[config.mk]
export PLATFORM = sky130hd
export DESIGN_NAME = lsu_pipe_ctrl_flat
export DESIGN_NICKNAME = d
export VERILOG_FILES = /design/src/rtl/lsu_pipe_ctrl_if.sv /design/src/rtl/lsu_pipe_ctrl.sv /design/src/flat_wrapper.sv
export SDC_FILE = /design/constraint.sdc
export NUM_CORES = 1
export LEC_CHECK = 0
export ABC_AREA = 1
export ABC_CLOCK_PERIOD_IN_PS = 2730
export BUFFER_PORTS_ARGS = -buffer_cell sky130_fd_sc_hd__clkbuf_2
export CORE_ASPECT_RATIO = 0.75
export CORE_MARGIN = 8
export CORE_UTILIZATION = 45
export CTS_CLUSTER_DIAMETER = 150
export DETAILED_ROUTE_END_ITERATION = 7
export GPL_ROUTABILITY_DRIVEN = 1
export PLACE_DENSITY = 0.88
export SETUP_SLACK_MARGIN = 0.5
export SLEW_MARGIN = 20
export SYNTH_ARGS = -nofsm -noshare
export SYNTH_HDL_FRONTEND = slang
export SYNTH_SLANG_ARGS = --single-unit
[constraint.sdc]
create_clock -name clk -period 2.73 [get_ports clk]
set_input_delay 0.4095 -clock clk [delete_from_list [all_inputs] [get_ports clk]]
set_output_delay 0.4095 -clock clk [all_outputs]
set_load 0.05 [all_outputs]
[src/rtl/lsu_pipe_ctrl_if.sv]
// lsu_pipe_ctrl_if
//   Data-memory bus between the MEM-stage sequencer and the LSU.
//   valid/ready handshake: a request completes on a rising edge where
//   bus_valid & bus_ready are both high.
// Signals:
//   bus_valid  request valid (master -> slave)
//   bus_we     request is a write
//   bus_addr   request address, AW bits
//   bus_wdata  write data, DW bits
//   bus_mask   byte enables, DW/8 bits
//   bus_ready  slave accepts and completes the request this cycle
//   bus_rdata  read data, valid when bus_valid & bus_ready & !bus_we
// Modports: master (lsu_pipe_ctrl side), slave (memory/LSU side).
interface lsu_pipe_ctrl_if #(
    parameter int DW = 32,
    parameter int AW = 32
);
    logic            bus_valid;
    logic            bus_we;
    logic [AW-1:0]   bus_addr;
    logic [DW-1:0]   bus_wdata;
    logic [DW/8-1:0] bus_mask;
    logic            bus_ready;
    logic [DW-1:0]   bus_rdata;

    modport master (
        output bus_valid, bus_we, bus_addr, bus_wdata, bus_mask,
        input  bus_ready, bus_rdata
    );

    modport slave (
        input  bus_valid, bus_we, bus_addr, bus_wdata, bus_mask,
        output bus_ready, bus_rdata
    );
endinterface

[src/rtl/lsu_pipe_ctrl.sv]
// lsu_pipe_ctrl
//   Sequences each MEM-stage load/store onto the data-memory bus and drives
//   the common pipe_en for all pipeline stage registers (WB included).
//   The pipeline is frozen while a request is outstanding; pipe_en pulses
//   for one cycle (DONE) once the bus completes, and a load's read data is
//   captured into load_data for the mem2reg path.
// Ports:
//   clk, rst        clock (rising edge), asynchronous active-low reset
//   mem_req/we/addr/wdata/mask  MEM-stage memory operation
//   bus             lsu_pipe_ctrl_if.master data-memory bus
//   pipe_en         pipeline register enable (0 while rst=0)
//   load_data       last completed load's data
//   busy            FSM not in IDLE
//   timeout_err     sticky abort flag (0 unless LSU_TIMEOUT_EN)
// Optional feature:
//   LSU_TIMEOUT_EN  abort a request after TIMEOUT_CYC REQ cycles without
//                   bus_ready; load_data <= 0 and timeout_err is set.
module lsu_pipe_ctrl #(
    parameter int DW          = 32,
    parameter int AW          = 32,
    parameter int TIMEOUT_CYC = 16
) (
    input  logic             clk,
    input  logic             rst,
    input  logic             mem_req,
    input  logic             mem_we,
    input  logic [AW-1:0]    mem_addr,
    input  logic [DW-1:0]    mem_wdata,
    input  logic [DW/8-1:0]  mem_mask,
    lsu_pipe_ctrl_if.master  bus,
    output logic             pipe_en,
    output logic [DW-1:0]    load_data,
    output logic             busy,
    output logic             timeout_err
);

    if (TIMEOUT_CYC < 1) begin : g_bad_cfg
        $error("lsu_pipe_ctrl: TIMEOUT_CYC must be >= 1");
    end

    typedef enum logic [1:0] {
        IDLE = 2'd0,
        REQ  = 2'd1,
        DONE = 2'd2
    } state_t;

    state_t            state_q;
    state_t            state_d;
    logic              valid_q;
    logic              we_q;
    logic [AW-1:0]     addr_q;
    logic [DW-1:0]     wdata_q;
    logic [DW/8-1:0]   mask_q;
    logic [DW-1:0]     load_q;
    logic              abort;

`ifdef LSU_TIMEOUT_EN
    localparam int CW = $clog2(TIMEOUT_CYC + 1);
    localparam logic [CW-1:0] LIMIT_M1 = CW'(TIMEOUT_CYC - 1);

    logic [CW-1:0] cnt_q;
    logic          terr_q;

    // Abort on the not-ready REQ cycle that would bring the count to
    // TIMEOUT_CYC; a ready in that cycle completes normally instead.
    assign abort = (state_q == REQ) && !bus.bus_ready && (cnt_q == LIMIT_M1);

    always_ff @(posedge clk or negedge rst) begin
        if (!rst) begin
            cnt_q  <= '0;
            terr_q <= 1'b0;
        end else begin
            if (state_q == IDLE && mem_req) begin
                cnt_q <= '0;
            end else if (state_q == REQ && !bus.bus_ready) begin
                cnt_q <= cnt_q + 1'b1;
            end
            if (abort) begin
                terr_q <= 1'b1;
            end
        end
    end

    assign timeout_err = terr_q;
`else
    assign abort       = 1'b0;
    assign timeout_err = 1'b0;
`endif

    always_ff @(posedge clk or negedge rst) begin
        if (!rst) begin
            state_q <= IDLE;
        end else begin
            state_q <= state_d;
        end
    end

    always_comb begin
        state_d = state_q;
        pipe_en = 1'b0;
        case (state_q)
            IDLE: begin
                pipe_en = !mem_req;
                if (mem_req) begin
                    state_d = REQ;
                end
            end
            REQ: begin
                if (bus.bus_ready || abort) begin
                    state_d = DONE;
                end
            end
            DONE: begin
                // mem_req still belongs to the completing instruction here.
                pipe_en = 1'b1;
                state_d = IDLE;
            end
            default: state_d = IDLE;
        endcase
        // Keep the pipeline frozen for the whole time reset is asserted.
        if (!rst) begin
            pipe_en = 1'b0;
        end
    end

    always_ff @(posedge clk or negedge rst) begin
        if (!rst) begin
            valid_q <= 1'b0;
            we_q    <= 1'b0;
            addr_q  <= '0;
            wdata_q <= '0;
            mask_q  <= '0;
            load_q  <= '0;
        end else begin
            case (state_q)
                IDLE: begin
                    if (mem_req) begin
                        valid_q <= 1'b1;
                        we_q    <= mem_we;
                        addr_q  <= mem_addr;
                        wdata_q <= mem_wdata;
                        mask_q  <= mem_mask;
                    end
                end
                REQ: begin
                    if (bus.bus_ready) begin
                        valid_q <= 1'b0;
                        if (!we_q) begin
                            load_q <= bus.bus_rdata;
                        end
                    end else if (abort) begin
                        valid_q <= 1'b0;
                        load_q  <= '0;
                    end
                end
                default: ;
            endcase
        end
    end

    assign bus.bus_valid = valid_q;
    assign bus.bus_we    = we_q;
    assign bus.bus_addr  = addr_q;
    assign bus.bus_wdata = wdata_q;
    assign bus.bus_mask  = mask_q;
    assign load_data     = load_q;
    assign busy          = (state_q != IDLE);

endmodule

[src/flat_wrapper.sv]
// flat-port wrapper written by rule: the top's interface ports become plain ports
module lsu_pipe_ctrl_flat 
#(
    parameter int DW          = 32,
    parameter int AW          = 32,
    parameter int TIMEOUT_CYC = 16
)
  (clk, rst, mem_req, mem_we, mem_addr, mem_wdata, mem_mask, pipe_en, load_data, busy, timeout_err, bus_bus_valid, bus_bus_we, bus_bus_addr, bus_bus_wdata, bus_bus_mask, bus_bus_ready, bus_bus_rdata);
  lsu_pipe_ctrl_if #(.DW(DW), .AW(AW)) bus_i ();
  input  logic clk;
  input  logic rst;
  input  logic mem_req;
  input  logic mem_we;
  input  logic [AW-1:0] mem_addr;
  input  logic [DW-1:0] mem_wdata;
  input  logic [DW/8-1:0] mem_mask;
  output logic pipe_en;
  output logic [DW-1:0] load_data;
  output logic busy;
  output logic timeout_err;
  output wire logic [$bits(bus_i.bus_valid)-1:0] bus_bus_valid;
  output wire logic [$bits(bus_i.bus_we)-1:0] bus_bus_we;
  output wire logic [$bits(bus_i.bus_addr)-1:0] bus_bus_addr;
  output wire logic [$bits(bus_i.bus_wdata)-1:0] bus_bus_wdata;
  output wire logic [$bits(bus_i.bus_mask)-1:0] bus_bus_mask;
  input wire logic [$bits(bus_i.bus_ready)-1:0] bus_bus_ready;
  input wire logic [$bits(bus_i.bus_rdata)-1:0] bus_bus_rdata;
  assign bus_bus_valid = bus_i.bus_valid;
  assign bus_bus_we = bus_i.bus_we;
  assign bus_bus_addr = bus_i.bus_addr;
  assign bus_bus_wdata = bus_i.bus_wdata;
  assign bus_bus_mask = bus_i.bus_mask;
  assign bus_i.bus_ready = bus_bus_ready;
  assign bus_i.bus_rdata = bus_bus_rdata;
  lsu_pipe_ctrl #(.DW(DW), .AW(AW), .TIMEOUT_CYC(TIMEOUT_CYC)) u_core (.clk(clk), .rst(rst), .mem_req(mem_req), .mem_we(mem_we), .mem_addr(mem_addr), .mem_wdata(mem_wdata), .mem_mask(mem_mask), .bus(bus_i), .pipe_en(pipe_en), .load_data(load_data), .busy(busy), .timeout_err(timeout_err));
endmodule
# Word level (Yosys, flattened, before mapping)
# Index checks and enable logic that the tools add are counted.
# word_totals
word_cells	28
input_bits	105
reg_bits	104
# classes
n_reduce_logical	8
eq_ne	4
n_mux	8
bitwise_logic	1
# op_table
operator	count
$reduce_and A3 Y1	2
$mux W2	2
$ne A2 B2 Y1 const B	2
$pmux W1 S2	2
$pmux W2 S2	1
$reduce_and A2 Y1	2
$reduce_bool A2 Y1	2
$mux W1	3
$eq A2 B1 Y1 const B	1
$eq A2 B2 Y1 const B	1
$logic_not A2 Y1	1
$logic_not A1 Y1	1
$not A1 Y1	1

# Depth between registers and ports, before layout
# Gate-level depths: netlist (run 1).
# logic_depth
word_depth	3
mapped_depth	7

# Worst setup path before layout (run 1)
# OpenSTA, ideal clock, no wires.
# synth_timing
path_type	register to output
from	register u_core.state_q[1]
to	output port pipe_en
t_arrival_ps	1244
slack_ps	1077
t_required_ps	2321
path_stages_with_launch	5
path_cell_list	dfrtp_1 -> inv_1 -> nand2_1 -> nand2_1 -> nor2_1
# synth_via
elab_chain_len	3
word_cells_on_any_way	4
classes_between	eq/ne: 1; mux: 2; reduce/logical: 1
# synth_lines
item	line	source
from (decl)	lsu_pipe_ctrl.sv:47	state_t state_q;
from (signal assigned)	lsu_pipe_ctrl.sv:94	state_q <= state_d;
$eq A2 B2 Y1 / $logic_not A2 Y1 (equally long branches)	lsu_pipe_ctrl.sv:101	case (state_q)
$pmux W1 S2 *	lsu_pipe_ctrl.sv:101	
$mux W1 *	lsu_pipe_ctrl.sv:121	if (!rst) begin
to (decl)	flat_wrapper.sv:17	output logic pipe_en;
# Every way passes the cells marked *; elsewhere a longest branch is shown, timed or not.

# Final worst setup path (run 1)
# layout_timing
from	register u_core.state_q[0]
to	register u_core.wdata_q[14] (netlist: u_core.bus.bus_wdata[14])
# layout_via
elab_chain_len	2
# layout_lines
item	line	source
$logic_not A2 Y1	lsu_pipe_ctrl.sv:135	case (state_q)
$reduce_and A2 Y1 (no line)	-	
to (signal assigned)	lsu_pipe_ctrl.sv:141	wdata_q <= mem_wdata;
to (decl)	lsu_pipe_ctrl.sv:52	logic [DW-1:0] wdata_q;
# Every way passes these cells.
# A chain may end at the register's enable or synchronous reset.

==> results of run 1 <==
==> power groups by stage <==
stage / clock [W] / sequential [W] / combinational [W]
after CTS: 0.00137 / 0.00260 / 0.00413
final: 0.00133 / 0.00260 / 0.00408
after global placement: 0 / 0.00259 / 0.00406
after global routing: 0.00142 / 0.00267 / 0.00434
after detailed placement: 0 / 0.00260 / 0.00414
after floorplan: 0 / 0.00483 / 0.000872
==> worst max path at each step <==
stage | from | endpoint | cells past startpoint
global placement | u_core.state_q[0] | u_core.bus.bus_addr[27] | 5
CTS | u_core.state_q[0] | u_core.bus.bus_wdata[14] | 5
global route | u_core.state_q[0] | u_core.bus.bus_wdata[14] | 5
finish | u_core.state_q[0] | u_core.bus.bus_wdata[14] | 5
floorplan | u_core.state_q[1] | pipe_en | 4
detailed placement | u_core.state_q[0] | u_core.bus.bus_wdata[14] | 5
==> per-layer routing <==
layer | routed length, um | GRT usage | vias to the layer above
li1 | - | - | 1770
met1 | 4330 | 0.196 | 1671
met2 | 5480 | 0.302 | 154
met3 | 1120 | 0.0831 | 16
met4 | 171 | 0.0673 | 0
met5 | 0 | 0 | -
==> metrics by stage <==
step                      worst slack [ps]  instance area (um^2)  total power [W]  cells
after floorplan                       1080                  4090          0.00571    451
after global placement                 981                  5120          0.00665    754
after detailed placement               845                  5120          0.00674    754
after CTS                              841                  5430          0.00810    768
after global routing                   701                  5430          0.00844    768
final                                  877                  5430          0.00801    768
==> Yosys cell counts, drive strengths merged <==
master  number
conb         1
nand2      280
nand3       32
inv          5
nor2         5
buf         24
dfrtp      104
==> cells by family (layout without fill, tap and decap cells) <==
kind of cell / after synthesis / count (layout) / share of synthesized area
buffers and inverters: 29 / 234 / 0.0548
DFF: 104 / 104 / 0.637
other: 1 / 1 / 0.000917
and+or+nand+nor: 317 / 317 / 0.308
==> flip-flops by register name, summed over array words and instances, names as in the netlist <==
name and count:
u_core.bus.bus_valid 1, u_core.bus.bus_mask 4, u_core.load_data 32, u_core.bus.bus_addr 32
u_core.bus.bus_we 1, u_core.state_q 2, u_core.bus.bus_wdata 32
==> final cells by class <==
class / count / area (um^2) / share of cell area
inverter: 5 / 18.8 / 0.00346
clock buffer: 11 / 243 / 0.0447
clock inverter: 3 / 67.6 / 0.0124
timing repair buffer: 215 / 1100 / 0.202
tap: 112 / 140 / 0.0258
sequential: 104 / 2600 / 0.479
multi-input combinational: 318 / 1260 / 0.232
==> flow_summary.toml, run 1 <==
[outcome]
outcome = "complete, no violations"

[setup_path]
path_cells = "nor2_1, nand2_2, buf_4, nand2_1, nand2_1"
worst_path_max_delay_cell = "nand2_2"
cp.arrival_ps = 2070
cp.required_ps = 2950
worstRegToRegCells = 5
slowest_delay_ps = 470
timing.critical_path.buf_inv = 1
rr_endpoint = "u_core.bus.bus_wdata[14]"
worstSetupEndpointType = "flop"
critPathLaunchType = "flop"
r2r_start = "u_core.state_q[0]"
crit_top_cell = "nand2_1"
crit_family = "simple AND/OR/NAND/NOR gates"
crit_type = "flop to flop"
ff2ff_setup_slack_ps = 880
path_max_fanout = 45

[clock_tree]
clockRootBuffer = "clkbuf_16"
htreeDepth = 3
clk_latency_ps = 330
cts_max_path_buffers = 2
cts-resized-gates = 0
tritoncts = "done"
cts.sinks = 104
postCtsSetupBuffers = 0
hold_buffers = 0
cts_buffers = 9
cts.clk_slew.worst_paths_ps = 70

[global_route]
antenna_found_initial = 0
grt_pass1_vias = 3860
grt_max_degree = 54
grt_overflow_total = 0
grt_pass1_wl_um = 18400
track_usage = 0.180

[timing]
fin_skew_ps = 6.75
maxSlewViolCount = 0
setup_viol = 0
holdWs_ps = 208
fin_crit_sh = 0.679
setup_tns_ps = 0
hold_violations = 0
fin_crit_ps = 1850
max_freq_ghz = 0.540
worst_pin_slew_ps = 773
relSlewSlack = 0.483
rsz0062_at_grt = "false"

[synthesis]
synth_warnings = 0
synthTopCellsByArea = "dfrtp_1, nand2_1, nand3_1"
ys_seq_area_frac = 0.637
yosysUniqueCellTypes = 14
synth_area_mm2 = 0.00409
yosysTopAreaCellShare = 0.637
synth-seq-cells = 104
synth_fp_nets = 556
avgSynthCellArea_um2 = 9.06
yosysTopAreaCell = "dfrtp_1"
syn_inst = 451

[final_layout]
drive_gt1_frac = 0.357
areaGrowthSynthToFinish_pct = 32.8
layout_common_cells = "nand2_1, clkbuf_2, dfrtp_1"
antenna_cells = 0
fill_cells = 781
postLayoutCoreUtil = 0.608
final_common_cell = "nand2_1"
fin_nets = 758

[die]
die_area_mm2 = 0.0124
io_pins = 210
row_count = 30
core_area_mm2 = 0.00893
initial_core_util = 0.458
die_w_um = 126
die_h_um = 98.5

[routing]
ant_nets = 0
first_pass_iters = 4
vias = 3611
routed_wl_um = 11100
routedWlPerCell_um = 14.5
drc_errors = 0
vias_per_cell = 4.70
first_iter_violations = 184

[power_and_ir_drop]
pwr-share-comb = 0.510
pwr-share-seq = 0.325
intPower_w = 0.00381
p_leak_nw = 3.28
swShare = 0.524
power_density_mw_per_mm2 = 1480
peakVddDrop_mv = 0.795
power.switching_w = 0.00420
p_clk_frac = 0.166

[placement]
gp_congestion = 0.758
hpwl_um = 8520
io_buffer_count = 208

[flow_run]
drv_cap = 0

[hold_path]
hold_path.class = "primary input to async pin"
No activity file was read; power rests on OpenSTA's default activity.
==> run 2: changes to the inputs <==
Settings changed: ABC_CLOCK_PERIOD_IN_PS 2730 to 1810.
Clock period 2.73 ns to 1.81 ns, I/O delays scaled along.
==> flow_summary.toml, run 2 (same netlist as run 1, synthesis figures left out) <==
[timing]
setup_tns_ps = 0
maxSlewViolCount = 0
max_freq_ghz = 0.703
worst_pin_slew_ps = 530
fin_crit_ps = 1420
rsz0062_at_grt = "true"
fin_skew_ps = 5.82
hold_violations = 0
setup_ws_ps = 387
setup_viol = 0
fin_crit_sh = 0.786
relSlewSlack = 0.647

[global_route]
met2_usage = 0.291
track_usage = 0.178
grt_pass1_vias = 3824
antenna_found_initial = 0
grt_overflow_total = 0
grt_max_degree = 105
use_met3 = 0.0750
grtUsageMet1 = 0.206
top_usage_layer = "met2"
grt_pass1_wl_um = 18300

[power_and_ir_drop]
p_clk_frac = 0.152
power_density_mw_per_mm2 = 2160
p_leak_nw = 3.42
pwr-share-comb = 0.537
peakVddDrop_mv = 0.995
pwr-share-seq = 0.311
power.switching_w = 0.00659
intPower_w = 0.00600
swShare = 0.523

[die]
die_h_um = 98.5
initial_core_util = 0.458
die_area_mm2 = 0.0124
io_pins = 210
core_area_mm2 = 0.00893
die_w_um = 126
row_count = 30

[setup_path]
critPathLaunchType = "flop"
crit_type = "flop to output port"
worstRegToRegCells = 8
worstSetupEndpointType = "output port"
cp.arrival_ps = 1150
path_max_fanout = 2
cp.required_ps = 1540

[clock_tree]
cts_buffers = 9
cts.clk_slew.worst_paths_ps = 70
tritoncts = "done"
htreeDepth = 3
clockRootBuffer = "clkbuf_16"
cts.sinks = 104
cts_max_path_buffers = 2
clk_latency_ps = 330

[final_layout]
antenna_cells = 0
final_common_cell = "nand2_1"
fill_cells = 734
layout_common_cells = "nand2_1, clkbuf_2, dfrtp_1"
fin_nets = 774
drive_gt1_frac = 0.391
areaGrowthSynthToFinish_pct = 42.3

[routing]
first_pass_iters = 4
routedWlPerCell_um = 15.2
drc_errors = 0
routed_wl_um = 11900
first_iter_violations = 232
vias_per_cell = 4.70
ant_nets = 0
vias = 3689

[flow_run]
drv_cap = 0

[placement]
place_ws_ps = 344
hpwl_um = 8310
gp_congestion = 0.771
io_buffer_count = 208

[hold_path]
hold_path.class = "primary input to async pin"

[outcome]
outcome = "complete, no violations"
==> run 2: cell types whose count changed in the layout (fill, tap and decap cells not counted), moves of 4 or more <==
cell,previous run,this run
nand2_2,1,9
buf_2,0,4
nand2_1,278,270
buf_12,0,11
clkbuf_2,207,200
==> run 2: final cells by class <==
cell class	instances	area, um^2	area share
flip-flops and latches	104	2600	0.448
repair buffers	228	1400	0.240
multi-input cells	321	1360	0.234
clock buffers	11	243	0.0417
well taps	112	140	0.0241
clock inverters	4	55.1	0.00946
inverters	5	18.8	0.00323
==> run 2: power by group through the flow <==
stage | clock network [W] | registers [W] | logic, W
after floorplan | 0 | 0.00729 | 0.00132
after global placement | 0 | 0.00388 | 0.00614
after detailed placement | 0 | 0.00391 | 0.00627
after CTS | 0.00197 | 0.00389 | 0.00637
after global routing | 0.00206 | 0.00403 | 0.00714
final | 0.00192 | 0.00392 | 0.00676
==> run 2: worst paths after layout <==
kind / startpoint / slack, ps / end
hold / removal: rst / 30 / u_core.bus.bus_wdata[27]
min in group clk: mem_wdata[23] / 130 / u_core.bus.bus_wdata[23]
setup / recovery: u_core.state_q[1] / 390 / busy
max in group asynchronous: rst / 1380 / u_core.state_q[0]
setup reg to reg: u_core.state_q[1] / 410 / u_core.load_data[27]
hold reg to reg: u_core.load_data[7] / 470 / u_core.load_data[7]
==> run 2: critical path, stage by stage, from the launching register on <==
cell	delay (ps)
dfrtp_1	380
buf_4	150
nor2_4	100
inv_2	50
buf_8	140
==> run 2: repair_timing <==
action,4_1_cts,5_1_grt
gates resized for setup,13,28
pin swaps,2,7
setup endpoints to repair,106,95
gates cloned,0,5
setup buffers,5,7
hold endpoints to repair,0,0
hold buffers,0,0
==> run 2: through the flow <==
| step | area [um^2] | utilization | hold slack, ps | instances | total power (W) |
|---|---|---|---|---|---|
| floorplan | 4090 | - | -24.1 | 451 | 0.00861 |
| global placement | 5140 | 0.575 | 400 | 753 | 0.0100 |
| detailed placement | 5140 | 0.575 | 415 | 753 | 0.0102 |
| CTS | 5530 | 0.618 | 52.2 | 773 | 0.0122 |
| global route | 5820 | 0.651 | 71.8 | 785 | 0.0132 |
| finish | 5820 | 0.651 | 33.3 | 785 | 0.0126 |
==> run 2: routing by layer <==
layer	vias to the layer above	share of wire
li1	1811	-
met5	-	0
met1	1698	0.41
met4	0	0.021
met3	21	0.086
met2	159	0.48
